## config.mk

```make
export PLATFORM = sky130hd
export DESIGN_NAME = tmod_master
export DESIGN_NICKNAME = d
export VERILOG_FILES = /design/src/rtl/tmod_master.sv
export SDC_FILE = /design/constraint.sdc
export NUM_CORES = 1
export LEC_CHECK = 0
export ABC_AREA = 1
export CAP_MARGIN = 20
export CORE_ASPECT_RATIO = 0.8
export CORE_UTILIZATION = 53
export CTS_BUF_LIST = sky130_fd_sc_hd__clkbuf_8 sky130_fd_sc_hd__clkbuf_16
export DETAILED_ROUTE_END_ITERATION = 7
export PLACE_DENSITY = 0.84
export SYNTH_ARGS = -nofsm -noshare
export SYNTH_HDL_FRONTEND = slang
export SYNTH_SLANG_ARGS = --single-unit
```

## constraint.sdc

```tcl
create_clock -name clk -period 3.25 [get_ports clk]
set_clock_uncertainty 0.15 [all_clocks]
set_input_delay 0.8125 -clock clk [delete_from_list [all_inputs] [get_ports clk]]
set_output_delay 0.8125 -clock clk [all_outputs]
set_load 0.03 [all_outputs]
```

## src/rtl/tmod_master.sv

```systemverilog
// Temperature-monitor bus master: one host command at a time issued as op/opnd, result returned on a valid/ready response port.
// Latency: handshake N -> op on bus N+1; read response >= N+3, write/no-op response >= N+2+SETTLE; alarms lag status by one edge.
// Backpressure: cmd_ready only in IDLE with bus_ready; rsp_* held until rsp_ready. TMOD_MASTER_TIMEOUT_EN enables the WAIT timeout.
module tmod_master #(
    parameter int SETTLE    = 2,
    parameter int TIMEOUT   = 64,
    parameter int ALARM_CNT = 4
) (
    input  logic       clk,
    input  logic       reset,
    input  logic       cmd_valid,
    output logic       cmd_ready,
    input  logic [3:0] cmd_op,
    input  logic [7:0] cmd_opnd,
    output logic       rsp_valid,
    input  logic       rsp_ready,
    output logic [7:0] rsp_data,
    output logic       rsp_err,
    output logic [3:0] op,
    output logic [7:0] opnd,
    input  logic       bus_ready,
    input  logic       bus_valid,
    input  logic [7:0] bus_data,
    input  logic [1:0] bus_status,
    output logic       alarm_hi,
    output logic       alarm_lo
);

    localparam logic [1:0] ST_IDLE  = 2'd0;
    localparam logic [1:0] ST_ISSUE = 2'd1;
    localparam logic [1:0] ST_WAIT  = 2'd2;
    localparam logic [1:0] ST_RESP  = 2'd3;

    localparam logic [3:0] OP_IDLE   = 4'b1000;
    localparam logic [3:0] OP_RESET  = 4'd0;
    localparam logic [7:0] SETTLE_M1 = 8'(SETTLE - 1);
    localparam logic [3:0] ALARM_MAX = 4'(ALARM_CNT);

    logic [1:0] state;
    logic [7:0] wait_cnt;
    logic [3:0] hi_cnt;
    logic [3:0] lo_cnt;
    logic [3:0] hi_cnt_nxt;
    logic [3:0] lo_cnt_nxt;
    logic       in_wait;
    logic       is_read;
    logic       rd_done;
    logic       wr_done;
    logic       cmd_done;
    logic       timeout_hit;
    logic       alarm_clr;

    assign cmd_ready = !reset && (state == ST_IDLE) && bus_ready;

    // op holds the latched command for the whole ISSUE/WAIT window
    assign in_wait  = (state == ST_WAIT);
    assign is_read  = (op[3:2] == 2'b01);
    assign rd_done  = in_wait && is_read && bus_valid;
    assign wr_done  = in_wait && !is_read && (wait_cnt >= SETTLE_M1) && bus_ready;
    assign cmd_done = rd_done || wr_done;
    assign alarm_clr = wr_done && (op == OP_RESET);

`ifdef TMOD_MASTER_TIMEOUT_EN
    localparam logic [7:0] TIMEOUT_M1 = 8'(TIMEOUT - 1);
    // completion takes priority over a coincident timeout
    assign timeout_hit = in_wait && !cmd_done && (wait_cnt == TIMEOUT_M1);
`else
    assign timeout_hit = 1'b0;
    assign rsp_err     = 1'b0;
`endif

    always_ff @(posedge clk) begin
        if (reset) begin
            state     <= ST_IDLE;
            op        <= OP_IDLE;
            opnd      <= 8'd0;
            wait_cnt  <= 8'd0;
            rsp_valid <= 1'b0;
            rsp_data  <= 8'd0;
`ifdef TMOD_MASTER_TIMEOUT_EN
            rsp_err   <= 1'b0;
`endif
        end else begin
            case (state)
                ST_IDLE: begin
                    if (cmd_valid && cmd_ready) begin
                        state <= ST_ISSUE;
                        op    <= cmd_op;
                        opnd  <= cmd_opnd;
                    end
                end
                ST_ISSUE: begin
                    state    <= ST_WAIT;
                    wait_cnt <= 8'd0;
                end
                ST_WAIT: begin
                    if (cmd_done || timeout_hit) begin
                        state     <= ST_RESP;
                        op        <= OP_IDLE;
                        opnd      <= 8'd0;
                        rsp_valid <= 1'b1;
                        rsp_data  <= rd_done ? bus_data : 8'd0;
`ifdef TMOD_MASTER_TIMEOUT_EN
                        rsp_err   <= timeout_hit;
`endif
                    end else if (wait_cnt != 8'hFF) begin
                        wait_cnt <= wait_cnt + 8'd1;
                    end
                end
                default: begin
                    if (rsp_ready) begin
                        state     <= ST_IDLE;
                        rsp_valid <= 1'b0;
                        rsp_data  <= 8'd0;
`ifdef TMOD_MASTER_TIMEOUT_EN
                        rsp_err   <= 1'b0;
`endif
                    end
                end
            endcase
        end
    end

    always_comb begin
        hi_cnt_nxt = 4'd0;
        lo_cnt_nxt = 4'd0;
        if (bus_status == 2'b10) begin
            hi_cnt_nxt = (hi_cnt == ALARM_MAX) ? hi_cnt : hi_cnt + 4'd1;
        end
        if (bus_status == 2'b01) begin
            lo_cnt_nxt = (lo_cnt == ALARM_MAX) ? lo_cnt : lo_cnt + 4'd1;
        end
    end

    // alarms are registered copies of the saturation compare on the next count
    always_ff @(posedge clk) begin
        if (reset || alarm_clr) begin
            hi_cnt   <= 4'd0;
            lo_cnt   <= 4'd0;
            alarm_hi <= 1'b0;
            alarm_lo <= 1'b0;
        end else begin
            hi_cnt   <= hi_cnt_nxt;
            lo_cnt   <= lo_cnt_nxt;
            alarm_hi <= (hi_cnt_nxt == ALARM_MAX);
            alarm_lo <= (lo_cnt_nxt == ALARM_MAX);
        end
    end

endmodule
```

# After elaboration in Yosys (flattened, before gate mapping)
# Cells that the tools add are included.
# Widths: inputs -> output; s select.
# word_totals
reg_bits	41
output_inout_bits	25
# op_classes
addsub	3
order_cmp	1
eq_ne	14
mux	24
bitwise	1
reduce_logical	24
# ops
op	count
$mux 8	7
$pmux 8 s2	3
$mux 4	6
$eq 4x3->1 const B	4
$reduce_and 3->1	4
$logic_and 1x1->1	9
$add 4x1->4 const B	2
$add 8x1->8 const B	1
$ge 8x1->1 const B	1
$ne 8x8->1 const B	1
$pmux 4 s2	1
$eq 2x1->1 const B	3
$mux 2	3
$ne 2x1->1 const B	3
$pmux 2 s3	1
$reduce_bool 2->1	3
$eq 2x2->1 const B	2
$logic_not 4->1	1
$reduce_bool 4->1	1
$logic_not 1->1	2
$logic_not 2->1	1
$logic_or 1x1->1	2
$mux 1	2
$ne 2x2->1 const B	1
other kinds (3)	3

# Logic depth before layout (Yosys ltp)
# Gate-level depths: netlist (run 1).
# logic_depth
depth_word	8
depth_mapped	13

# Worst setup path after synthesis (run 1)
# Ideal clock, no wire load.
# synth_timing
path_type	input to output
from	in reset
to	out cmd_ready
arrival_ns	1.175
t_required_ns	2.288
path_slack_ns	1.113
stages	2
path_buffers	1
cell_sequence	buf_4 nor2_4
# synth_between
elab_chain_len	3
# synth_rtl
element	line_no	text
from (decl)	10	input logic reset,
$logic_not 1->1	53	assign cmd_ready = !reset && (state == ST_IDLE) && bus_ready;
$logic_and 1x1->1 (2 in a row)	53	
to (decl)	12	output logic cmd_ready,
# No other way between the ends.

# Final worst setup path (run 1)
# layout_timing
from	in bus_ready
to	out cmd_ready
# layout_between
elab_chain_len	1
# layout_rtl
element	line_no	text
from (decl)	21	input logic bus_ready,
$logic_and 1x1->1	53	
# No other way between the ends.

==> flow_summary_export.csv, run 1 <==
group,metric,value,unit
worst_setup_path,crit_family,"buffers and inverters",
sta,min_period,2590,ps
placement,portBuffers,51,
sta,final_max_slew_viol_count,0,
final_layout,synthToLayoutAreaGrowth,29.3,%
final_layout,num-fill-cells,324,
routing,ant_nets,0,
hold_path,min_path_cells,2,
routing,vias_per_cell,4.83,
sta,setup_viol,0,
run,drv_cap,0,
global_routing,grt_overflow,0,
worst_setup_path,arrival,1630,ps
cts,hold_buffers,0,
yosys,synth_top_area_share,36.6,%
final_layout,final_common_cell,"nor2_1",
cts,cts.clk_slew.worst_paths,70,ps
worst_setup_path,worstPathRequired,2290,ps
final_layout,seq_area,821,sq um
die,die_area,4500,sq um
sta,setup_tns,0,ps
yosys,async_flop_share,0,%
yosys,synth-edff-count,0,
global_routing,first_global_vias,1845,
routing,route.vias.total,2073,
pwr,ir_worst_vdd,0.687,mV
yosys,synth_seq_cells,41,
pwr,power_density,776,nW/um^2
yosys,netlist_instances,322,
cts,clock-sinks,41,
worst_setup_path,cpMaxStageDelayCell,"clkdlybuf4s50_1",
sta,hold_viol,0,
routing,drt_iter0_drc,98,
global_routing,grt_pass1_wl,7680,um
placement,hpwl,3460,um
global_routing,grt_antenna_before_repair,0,
worst_setup_path,crit_chain,"clkdlybuf4s50_1 > nand2_1 > nor2_4 > buf_4",
final_layout,drive_above_1_share,11.2,%
cts,cts_resized,0,
cts,cts_max_level,2,
worst_setup_path,crit_cells,4,
worst_setup_path,worst_setup_path_end_kind,"output port",
yosys,synth_nets,361,
yosys,avgSynthCellArea,6.97,sq um
run_status,status,"completed",
final_layout,layout_common_cells,"nor2_1, clkdlybuf4s50_1, inv_1",
global_routing,grt_usage,22.6,%
worst_setup_path,slowest_delay,480,ps
yosys,synth_area,2240,sq um
pwr,power_leakage,0.00125,uW
yosys,synth_cell_type_count,33,
yosys,seq_area_frac_synth,36.6,%
yosys,synth_warnings,0,
final_layout,insertedDiodeCount,0,
hold_path,holdCritPathClass,"reg2reg",
cts,cts_root_buf,"clkbuf_8",
routing,routed_wl,4540,um
sta,rsz0062_at_grt,"no",
cts,clk_path_buf_depth,2,
worst_setup_path,worstPathMaxFanout,2,
die,rows,20,
sta,min_period_over_period,79.6,%
routing,route.detailed.drc,0,
cts,cts_tree,"done",
cts,clkLatencyLatePin,300,ps
worst_setup_path,path_class,"in2out",
yosys,synthFlopType,"dfxtp_1",
yosys,synth_area_leaders,"dfxtp_1, nor2_1, inv_1",
die,chipHeight,60.2,um
global_routing,grt_max_degree,23,
die,io_pins,53,
placement,gp_congestion,0.858,
die,coreArea,3930,sq um
routing,dr.pass1.iters,4,
pwr,fin_total_pwr,2250,uW
routing,wl_per_cell,10.6,um
yosys,yosysTopAreaCell,"dfxtp_1",
sta,fmax,386,MHz
worst_setup_path,critPathBufInv,2,
die,die_w,74.8,um
cts,cts_setup_buffers,0,
worst_setup_path,reg2reg_depth,10,
die,start_util,57.1,%
worst_setup_path,cp-start-kind,"input pin",
cts,cts_buffers,5,
final_layout,multi_input_comb_area,1160,sq um
final_layout,final_nets,412,
-- final cells by class --
cell class | count | share of cell area [%]
Sequential cell | 41 | 28.3
Multi-Input combinational cell | 221 | 39.9
Tap cell | 55 | 2.37
Clock inverter | 3 | 2.37
Clock buffer | 5 | 2.37
Timing Repair Buffer | 53 | 18.0
Inverter | 51 | 6.68
-- metrics by stage --
step	utilization (%)	std cells	hold slack, ps	area [sq um]	setup slack [ps]
after floorplan	-	322	322	2240	1110
after global placement	70.4	421	317	2760	674
after detailed placement	70.4	421	327	2760	655
after CTS	73.9	429	340	2900	653
after global routing	73.9	429	358	2900	613
final	73.9	429	338	2900	662
-- worst paths after layout --
| check | startpoint | end | slack (ps) |
|---|---|---|---|
| setup / recovery | bus_ready | cmd_ready | 660 |
| hold / removal | rsp_valid | rsp_valid | 340 |
| setup reg to reg | state[0] | rsp_data[2] | 1030 |
| hold reg to reg | rsp_valid | rsp_valid | 340 |
-- cell families (layout without fill, tap and decap cells) --
| group | after synthesis | in the layout | share of synthesized area (%) |
|---|---|---|---|
| AND/OR/NAND/NOR | 164 | 164 | 33.8 |
| buffers and inverters | 60 | 112 | 11.9 |
| flip-flops | 41 | 41 | 36.6 |
| AO/OA/AOI/OAI | 39 | 39 | 9.14 |
| adder cells (fa/ha/maj) | 11 | 11 | 6.13 |
| XOR/XNOR | 6 | 6 | 2.34 |
| other | 1 | 1 | 0.167 |
-- state kept, by name, indices dropped and copies added (netlist names) --
signal,flops
hi_cnt,4
rsp_valid,1
state,2
alarm_lo,1
wait_cnt,8
alarm_hi,1
rsp_data,8
lo_cnt,4
opnd,8
op,4
-- Yosys cell counts, types with 3 or more instances --
cell / number
nor2_1: 74
nor2_2: 14
nor3_1: 4
ha_1: 11
buf_4: 3
inv_2: 5
nand3_1: 17
dfxtp_1: 41
a21oi_1: 10
inv_1: 45
o21ai_0: 16
xor2_1: 5
o21ai_1: 9
nand2_1: 42
-- metal layers --
layer | vias to the layer above | wire length, um | global-route usage [%]
met4 | 0 | 38 | 6.47
met1 | 917 | 2240 | 29.2
met5 | - | 0 | 0
met3 | 4 | 198 | 6.07
met2 | 57 | 2060 | 37.2
li1 | 1095 | - | -
-- power breakdown --
| group | switching (uW) | internal, uW | leakage (uW) | total, uW |
|---|---|---|---|---|
| Combinational | 643 | 408 | 0.000851 | 1050 |
| Sequential | 91.9 | 620 | 0.000334 | 712 |
| Clock | 180 | 309 | 0.0000687 | 489 |
| Total | 915 | 1340 | 0.00125 | 2250 |
-- worst register-to-register path: stages, from the launching register on --
cell and delay [ps]:
dfxtp_1 340, inv_1 90, ha_1 370, buf_4 270, nand2_1 90, nor2_2 180, nand2_4 100, nand3_1 90
nand2_2 130, o21ai_0 240, nor2_1 70
Power figures use the tool's default switching activity.
==> inputs of run 2 (changes only) <==
CORE_UTILIZATION = 50   (was 53)
PLACE_DENSITY = 0.8   (was 0.84)
clock period = 2.5 ns   (was 3.25 ns; I/O delays follow)
==> run 2 against run 1 <==
Worst hold slack got worse by 8.6 ps. Clock power increased by 13%. Design area decreased by 0.26%. Global-route usage decreased by 2.5 points. Die area increased by 5.8%. Combinational power increased by 30%. First-iteration DRC count decreased by 14%. Routed wire length decreased by 1.0%. Largest cell class unchanged. Largest power group unchanged.
==> flow_summary_export.csv, run 2 (synthesized netlist as in run 1, its figures left out) <==
group,metric,value,unit
pwr,power_density,982,nW/um^2
routing,routed_wl,4490,um
routing,route.detailed.drc,0,
run,drv_cap,0,
worst_setup_path,worstReg2RegEnd,"opnd[7]",
pwr,p_sw_share,41.5,%
routing,vias_per_cell,4.78,
cts,cts_root_buf,"clkbuf_8",
die,io_pins,53,
placement,post_dp_cell_area,2770,sq um
global_routing,grt_pass1_wl,7560,um
worst_setup_path,reg2reg_depth,10,
die,chipHeight,61.9,um
worst_setup_path,worst_setup_path_end_kind,"output port",
final_layout,reg_top3,"opnd: 8 flops, rsp_data: 8 flops, wait_cnt: 8 flops",
die,rows,21,
hold_path,min_path_cells,2,
routing,route.vias.total,2064,
final_layout,num-fill-cells,377,
routing,drt_iter0_drc,84,
worst_setup_path,ff2ff_setup_slack,300,ps
placement,hpwl,3390,um
cts,clk_path_buf_depth,2,
run_status,status,"completed",
cts,cts_tree,"done",
pwr,p_int,1660,uW
routing,dr.pass1.iters,4,
global_routing,use_met2,32.7,%
cts,cts_resized,0,
sta,rsz0062_at_grt,"no",
final_layout,final_nets,413,
global_routing,grt_max_degree,14,
placement,portBuffers,51,
pwr,seqPwrFrac,32.6,%
worst_setup_path,arrival,1450,ps
final_layout,final_common_cell,"nor2_1",
sta,tightest_slew,559,ps
cts,clock-sinks,41,
final_layout,layoutNonFillerInstCount,432,
cts,cts_buffers,5,
pwr,comb_power_share,48.0,%
cts,clkLatencyLatePin,290,ps
pwr,fin_total_pwr,2840,uW
placement,gp_congestion,0.866,
routing,ant_nets,0,
pwr,power_switching,1180,uW
global_routing,grt_overflow,0,
sta,min_period_over_period,89.1,%
sta,setup_viol,0,
final_layout,final_area,2890,sq um
cts,cts_max_level,2,
final_layout,drive_above_1_share,11.5,%
global_routing,first_global_vias,1744,
sta,final_max_slew_viol_count,0,
cts,cts_setup_buffers,0,
sta,hold_viol,0,
routing,wl_per_cell,10.4,um
worst_setup_path,cp-start-kind,"input pin",
final_layout,layout_common_cells,"nor2_1, clkdlybuf4s50_1, inv_1",
sta,fmax,449,MHz
pwr,clkPwrFrac,19.4,%
worst_setup_path,path_class,"in2out",
pwr,ir_worst_vdd,0.675,mV
hold_path,hold_start,"rsp_valid",
global_routing,use_met1,27.0,%
worst_setup_path,worstPathRequired,1730,ps
placement,dp_cells,424,
global_routing,grt_usage,20.2,%
sta,setup_tns,0,ps
hold_path,holdCritPathClass,"reg2reg",
sta,max_slew_margin,62.7,%
cts,hold_buffers,0,
die,start_util,52.7,%
worst_setup_path,worstPathMaxFanout,2,
global_routing,grt_busiest_layer,"met2",
pwr,power_leakage,0.00125,uW
worst_setup_path,r2r-start,"state[0]",
global_routing,grt_antenna_before_repair,0,
die,die_area,4760,sq um
sta,min_period,2230,ps
global_routing,use_met3,4.09,%
die,die_w,76.9,um
hold_path,min_to,"rsp_valid",
die,coreArea,4260,sq um
cts,cts.clk_slew.worst_paths,80,ps
final_layout,insertedDiodeCount,0,
final_layout,synthToLayoutAreaGrowth,28.9,%
==> run 2: cell types whose count changed in the layout (fill, tap and decap cells not counted) <==
| cell | before | now |
|---|---|---|
| buf_4 | 3 | 4 |
| bufinv_16 | 2 | 1 |
| clkbuf_8 | 5 | 6 |
| clkinvlp_4 | 0 | 1 |
| inv_6 | 1 | 0 |
==> run 2: through the flow <==
step	util [%]	hold slack, ps	setup slack [ps]
2_1_floorplan	-	322	612
3_3_place_gp	65.2	311	290
3_5_place_dp	65.2	322	243
4_1_cts	68.0	331	259
5_1_grt	68.0	347	184
6_report	68.0	329	272
==> run 2: how the worst max path moves through the flow <==
stage | start | endpoint | slack [ps] | cells past startpoint
final | bus_ready | cmd_ready | 270 | 4
after global routing | state[0] | rsp_data[6] | 180 | 10
after CTS | bus_ready | cmd_ready | 260 | 4
after detailed placement | bus_ready | opnd[7] | 240 | 9
after global placement | bus_ready | cmd_ready | 290 | 4
after floorplan | reset | op[0] | 610 | 8
==> run 2: routing by layer <==
metal  vias up  routed length (um)
met5         -                   0
met3         7                 255
met4         0                  55
met1       899                2270
li1       1091                   -
met2        67                1920
==> run 2: cell type report <==
type	count	area (sq um)	share of cell area, %
sequential	41	821	28.4
inverter	51	194	6.70
clock buffer	6	82.6	2.85
tap	57	71.3	2.46
clock inverter	2	37.5	1.30
multi-input combinational	221	1160	40.0
timing repair buffer	54	531	18.3
==> run 2: critical path, stage by stage <==
cell             delay, ps
clkdlybuf4s50_1        470
nand2_1                 90
nor2_4                 100
buf_4                  160
==> run 2: power by group through the flow <==
stage / Combinational [uW] / Clock, uW / Sequential (uW)
finish: 1360 / 551 / 927
global placement: 1340 / 0 / 940
floorplan: 775 / 0 / 1160
detailed placement: 1360 / 0 / 937
CTS: 1370 / 560 / 927
global route: 1510 / 586 / 948
==> inputs of run 3 (changes only) <==
GPL_TIMING_DRIVEN = 1   (was unset)
==> results of run 3 <==
Final layout, timing and power as in run 2 (identical DEF).
